`config.mk`:
```
export PLATFORM = sky130hd
export DESIGN_NAME = uninasoc_irq_gateway
export DESIGN_NICKNAME = d
export VERILOG_FILES = /design/src/rtl/uninasoc_irq_gateway.sv
export SDC_FILE = /design/constraint.sdc
export NUM_CORES = 1
export LEC_CHECK = 0
export CORE_ASPECT_RATIO = 1.1
export CORE_MARGIN = 4
export CORE_UTILIZATION = 62
export DETAILED_ROUTE_END_ITERATION = 12
export GPL_TIMING_DRIVEN = 0
export PLACE_DENSITY = 0.94
export SYNTH_ARGS = -nofsm -noshare
export SYNTH_HDL_FRONTEND = slang
export SYNTH_SLANG_ARGS = --single-unit
```
`constraint.sdc`:
```
create_clock -name clk_i -period 3.6 [get_ports clk_i]
set_input_delay 0.72 -clock clk_i [delete_from_list [all_inputs] [get_ports clk_i]]
set_output_delay 0.72 -clock clk_i [all_outputs]
set_load 0.005 [all_outputs]
```
`src/rtl/uninasoc_irq_gateway.sv`:
```
// Interrupt gateway: synchronises raw PLIC source lines, tracks IDLE/PENDING/IN_FLIGHT per source
// and offers one claimable ID at a time. Define IRQ_GATEWAY_EDGE_EN for per-source edge triggering.
module uninasoc_irq_gateway #(
    parameter int NUM_SOURCES = 32,
    parameter int SYNC_STAGES = 2,
    parameter int ID_WIDTH    = $clog2(NUM_SOURCES)
) (
    input  logic                   clk_i,
    input  logic                   rst_ni,
    input  logic [NUM_SOURCES-1:0] irq_src_i,
`ifdef IRQ_GATEWAY_EDGE_EN
    input  logic [NUM_SOURCES-1:0] edge_mode_i,
`endif
    output logic                   claim_valid_o,
    output logic [ID_WIDTH-1:0]    claim_id_o,
    input  logic                   claim_ready_i,
    input  logic                   complete_valid_i,
    input  logic [ID_WIDTH-1:0]    complete_id_i,
    output logic                   irq_o,
    output logic                   cpl_err_o
);

    typedef enum logic [1:0] {
        ST_IDLE      = 2'd0,
        ST_PENDING   = 2'd1,
        ST_IN_FLIGHT = 2'd2
    } src_state_e;

    localparam logic [NUM_SOURCES-1:0] SRC_MASK = {{(NUM_SOURCES-1){1'b1}}, 1'b0};

    // Fixed priority: the lowest set bit above the reserved line 0 wins.
    function automatic logic [ID_WIDTH-1:0] lowest_id(input logic [NUM_SOURCES-1:0] vec);
        lowest_id = {ID_WIDTH{1'b0}};
        for (int i = NUM_SOURCES - 1; i >= 1; i--) begin
            if (vec[i]) begin
                lowest_id = ID_WIDTH'(i);
            end else begin
                lowest_id = lowest_id;
            end
        end
    endfunction

    logic [SYNC_STAGES-1:0][NUM_SOURCES-1:0] sync_q;
    logic [NUM_SOURCES-1:0] synced_s;
    logic [NUM_SOURCES-1:0] trig_s;
    logic [NUM_SOURCES-1:0] pend_s;
    logic [NUM_SOURCES-1:0] cpl_hit_s;
    logic [NUM_SOURCES-1:0] claim_mask_s;
    logic                   hs_s;

    src_state_e state_q [NUM_SOURCES];
    src_state_e state_d [NUM_SOURCES];

    logic                claim_valid_q, claim_valid_d;
    logic [ID_WIDTH-1:0] claim_id_q, claim_id_d;
    logic                irq_q, irq_d;
    logic                cpl_err_q, cpl_err_d;

    // Source line synchroniser chain.
    always_ff @(posedge clk_i or negedge rst_ni) begin
        if (!rst_ni) begin
            sync_q <= '0;
        end else begin
            sync_q <= {sync_q[SYNC_STAGES-2:0], irq_src_i & SRC_MASK};
        end
    end

    assign synced_s = sync_q[SYNC_STAGES-1];
    assign hs_s     = claim_valid_q & claim_ready_i;

`ifdef IRQ_GATEWAY_EDGE_EN
    logic [NUM_SOURCES-1:0] sync_prev_q;
    logic [NUM_SOURCES-1:0] edge_lat_q, edge_lat_d;

    // A claim consumes the remembered edge; a new edge (even during IN_FLIGHT) re-arms it once.
    assign edge_lat_d = ((edge_lat_q & ~claim_mask_s) | (synced_s & ~sync_prev_q & edge_mode_i)) & SRC_MASK;
    assign trig_s     = (edge_mode_i & edge_lat_q) | (~edge_mode_i & synced_s);

    // Edge detector history and edge latches.
    always_ff @(posedge clk_i or negedge rst_ni) begin
        if (!rst_ni) begin
            sync_prev_q <= '0;
            edge_lat_q  <= '0;
        end else begin
            sync_prev_q <= synced_s;
            edge_lat_q  <= edge_lat_d;
        end
    end
`else
    assign trig_s = synced_s;
`endif

    // Per-source status decode and claim/complete hit vectors.
    always_comb begin
        pend_s       = '0;
        cpl_hit_s    = '0;
        claim_mask_s = '0;
        for (int i = 1; i < NUM_SOURCES; i++) begin
            pend_s[i]    = (state_q[i] == ST_PENDING);
            cpl_hit_s[i] = complete_valid_i && (complete_id_i == ID_WIDTH'(i))
                           && (state_q[i] == ST_IN_FLIGHT);
        end
        if (hs_s) begin
            claim_mask_s[claim_id_q] = 1'b1;
        end else begin
            claim_mask_s = '0;
        end
    end

    // Per-source next state; line 0 is pinned to IDLE.
    always_comb begin
        state_d[0] = ST_IDLE;
        for (int i = 1; i < NUM_SOURCES; i++) begin
            state_d[i] = state_q[i];
            case (state_q[i])
                ST_IDLE: begin
                    if (trig_s[i]) state_d[i] = ST_PENDING;
                    else           state_d[i] = ST_IDLE;
                end
                ST_PENDING: begin
                    if (claim_mask_s[i]) state_d[i] = ST_IN_FLIGHT;
                    else                 state_d[i] = ST_PENDING;
                end
                ST_IN_FLIGHT: begin
                    if (cpl_hit_s[i]) state_d[i] = ST_IDLE;
                    else              state_d[i] = ST_IN_FLIGHT;
                end
                default: state_d[i] = ST_IDLE;
            endcase
        end
    end

    // Per-source state registers.
    always_ff @(posedge clk_i or negedge rst_ni) begin
        if (!rst_ni) begin
            for (int i = 0; i < NUM_SOURCES; i++) begin
                state_q[i] <= ST_IDLE;
            end
        end else begin
            state_q <= state_d;
        end
    end

    // Offer register: load when empty, freeze while offered, bubble after a handshake.
    always_comb begin
        claim_valid_d = claim_valid_q;
        claim_id_d    = claim_id_q;
        if (hs_s) begin
            claim_valid_d = 1'b0;
        end else if (!claim_valid_q) begin
            claim_valid_d = |pend_s;
            claim_id_d    = lowest_id(pend_s);
        end else begin
            claim_valid_d = 1'b1;
        end
        // The source being claimed this cycle no longer counts towards the level request.
        irq_d     = |(pend_s & ~claim_mask_s);
        cpl_err_d = complete_valid_i & ~(|cpl_hit_s);
    end

    // Registered outputs.
    always_ff @(posedge clk_i or negedge rst_ni) begin
        if (!rst_ni) begin
            claim_valid_q <= 1'b0;
            claim_id_q    <= {ID_WIDTH{1'b0}};
            irq_q         <= 1'b0;
            cpl_err_q     <= 1'b0;
        end else begin
            claim_valid_q <= claim_valid_d;
            claim_id_q    <= claim_id_d;
            irq_q         <= irq_d;
            cpl_err_q     <= cpl_err_d;
        end
    end

    assign claim_valid_o = claim_valid_q;
    assign claim_id_o    = claim_id_q;
    assign irq_o         = irq_q;
    assign cpl_err_o     = cpl_err_q;

endmodule
```
==> run summary <==
## Clock network
* **clock tree root buffer cell** sky130_fd_sc_hd__clkbuf_8
* **number of buffers added to fix hold violations after cts** 0
* **htree depth** 4
* **Post-CTS Setup Bufs** 0
* **Resized Gates After CTS** 0
* **Clk pin slew, worst setup/hold paths** 0.06 ns
* **CTS Buffer Depth** 2
* **clock latency on the worst-skew pair** 0.53 ns
* **Inserted Clock Buffers** 17
* **clk sinks** 132
* **clock tree from TritonCTS** done

## Power
* **cell leakage power** 2.72 nW
* **Power Dens Cells** 530 nW/um^2
* **Peak supply drop** 0.386 mV

## STA
* **setup total negative slack** 0 ns
* **Final Critical Period** 2.86 ns
* **worst max-slew margin expressed relative to the limit** 0.340
* **Final Slew Violations** 0
* **FMAX** 350 MHz
* **total count of hold-check failures in the final report** 0
* **final critical-path share of the clock period** 0.793
* **worst-margin pin slew** 0.986 ns
* **Layout Skew** 0.00707 ns
* **RSZ-0062 raised after global routing** false
* **final count of negative-setup-slack endpoints** 0

## Setup path
* **slowest cell on the critical path** sky130_fd_sc_hd__clkdlybuf4s50_1
* **endpoint class of the critical path** flip-flop
* **cell-by-cell listing of the critical path** clkdlybuf4s50_1 > nor2_1 > nand2_1 > nor3_1 > nor3_1 > o32ai_1 > nor4_1
* **Data required, critical path** 3.98 ns
* **family with the most delay on the worst path** simple AND/OR/NAND/NOR gates
* **number of cells on the critical path** 7
* **Crit Path Max Fanout** 7
* **data arrival at the endpoint of the critical path** 3.24 ns
* **Worst setup SP type** primary input
* **Top cell by count, worst path** sky130_fd_sc_hd__nor3_1
* **total buffers and inverters traversed by the critical path** 1
* **flop-to-flop setup slack** 1.18 ns
* **type of the worst setup path** primary input to flip-flop
* **longest individual stage delay on the worst path** 0.56 ns
* **path depth of the worst reg2reg path** 7

## Route
* **Avg Vias per Cell** 6.96
* **DR WL/cell** 23.7 um
* **number of optimization iterations in the first detailed-route pass** 8
* **via count** 5307
* **Iteration-0 DRC Markers** 679
* **post-route ant nets** 0
* **DRC violations left** 0
* **Routed Wire Length** 18100 um

## Final layout
* **Post-Route Utilization** 0.782
* **number of nets in the final layout** 677
* **count of inserted antenna diode cells** 0
* **layout cells sized above 1** 0.0863
* **area overhead of the layout relative to synthesis** 20.9%

## Floorplanning
* **die height** 110 um
* **floorplan row count** 36
* **total die area** 11000 um^2
* **number of I/O pins** 49
* **core area** 9010 um^2
* **die extent in x** 100 um
* **Starting Density** 0.647

## Placed design
* **post-DP HPWL** 12500 um
* **count of buffers from port buffering** 46
* **Final GP Congestion** 0.994

## Global routing
* **maximum number of pins on one net before global-route repair** 85
* **GRT met3 Usage** 0.104
* **most congested layer reported by global routing** met2
* **met1 track demand over resource** 0.456
* **number of global-route vias before repair** 5389
* **routing usage on met2** 0.533
* **GRT Util Overall** 0.351
* **number of antenna violations at the first check in global routing** 0
* **overflow left after global routing** 0
* **first-pass GRT wire length** 28600 um

## Synthesis
* **fraction of registers with async set/reset** 1.00
* **net count after synthesis** 611
* **area of the mapped netlist** 5830 um^2
* **count of synthesis-stage warnings from yosys** 0
* **number of enable flip-flop cells after synthesis** 0
* **most used flip-flop cell after synthesis** sky130_fd_sc_hd__dfrtp_1
* **number of library cell types mapped by synthesis** 62
* **cells after synthesis** 570
* **proportion of synthesized chip area in sequential cells** 0.566
* **number of synthesized register bits** 132
* **mean instance size in the synthesized netlist** 10.2 um^2

## Min path
* **kind of path behind the tightest hold check** primary input to async pin

## Job
* **Maximum Capacitance Violations** 0

## Status
* **status** finished clean

==> power by group <==
part           internal (mW)  switching, mW
sequential              1.56         0.0676
clock                   1.01          0.715
combinational          0.142          0.244
total                   2.71           1.03
==> final timing paths <==
path / end / start
setup / recovery: cpl_err_o / complete_id_i[2]
hold / removal: synced_s[20] / rst_ni
setup reg to reg: irq_o / claim_id_o[2]
hold reg to reg: synced_s[22] / sync_q[22]
max in group asynchronous: sync_q[3] / rst_ni
min in group clk_i: synced_s[22] / sync_q[22]
==> metal layers <==
metal	part of all wire	wire length [um]	vias up
li1	-	-	2246
met1	0.38	6820	2524
met2	0.46	8280	440
met3	0.11	2060	97
met4	0.052	937	0
met5	0	0	-
==> flip-flops by register name (all words and copies together), names as in the netlist <==
register and cells:
state_q 62, claim_valid_o 1, irq_o 1, claim_id_o 5, synced_s 31, cpl_err_o 1, sync_q 31
==> cells in the mapped netlist, types with 10 or more instances <==
cell type	count	share of area
sky130_fd_sc_hd__a211oi_1	10	0.013
sky130_fd_sc_hd__a21oi_1	26	0.022
sky130_fd_sc_hd__a311oi_1	24	0.036
sky130_fd_sc_hd__clkbuf_1	10	0.0064
sky130_fd_sc_hd__dfrtp_1	132	0.57
sky130_fd_sc_hd__inv_1	11	0.0071
sky130_fd_sc_hd__nand2_1	63	0.041
sky130_fd_sc_hd__nand2b_1	24	0.026
sky130_fd_sc_hd__nand3_1	23	0.020
sky130_fd_sc_hd__nor2_1	50	0.032
sky130_fd_sc_hd__nor2b_1	21	0.023
sky130_fd_sc_hd__nor3b_1	11	0.014
sky130_fd_sc_hd__o21ai_0	48	0.041
sky130_fd_sc_hd__o22ai_1	12	0.013
==> kinds of logic (layout without fill, tap and decap cells) <==
| kind of cell | after synthesis | count (layout) | share of synthesized area |
|---|---|---|---|
| compound gates | 162 | 162 | 0.186 |
| buf+inv | 34 | 113 | 0.0272 |
| flops | 132 | 132 | 0.566 |
| simple gates | 242 | 242 | 0.220 |
==> placed cells by master, fill, tap and decap left out, drive strengths merged, types with 4 or more instances in the layout <==
master / n
buf: 15
a311oi: 24
nor2: 50
nand4b: 4
o32ai: 4
nor4: 8
nor2b: 22
a21oi: 26
a31oi: 6
nand3: 23
nand2: 63
o21ai: 48
nor3: 10
and2: 4
a211oi: 10
dfrtp: 132
o22ai: 12
a22oi: 4
o31ai: 5
nand2b: 24
clkdlybuf4s50: 45
inv: 19
nor3b: 12
clkbuf: 28
==> area by class of cell <==
| class | instances | area, um^2 |
|---|---|---|
| Buffer | 23 | 118 |
| Clock buffer | 18 | 418 |
| Clock inverter | 14 | 166 |
| Fill cell | 564 | 1960 |
| Inverter | 11 | 41.3 |
| Multi-Input combinational cell | 404 | 2370 |
| Sequential cell | 132 | 3300 |
| Tap cell | 114 | 143 |
| Timing Repair Buffer | 47 | 489 |
==> metrics by stage <==
| stage | cells | hold slack (ns) | total power, mW | setup slack, ns | cell area (um^2) |
|---|---|---|---|---|---|
| detailed placement | 731 | 0.335 | 2.02 | 0.355 | 6460 |
| floorplan | 570 | 0.331 | 1.81 | 1.59 | 5830 |
| global placement | 730 | 0.331 | 2.00 | -2.90 | 6430 |
| global route | 763 | 0.151 | 3.84 | 0.696 | 7050 |
| finish | 763 | 0.118 | 3.74 | 0.744 | 7050 |
| CTS | 763 | 0.133 | 3.72 | 0.897 | 7050 |
No activity file was read; power rests on OpenSTA's default activity.
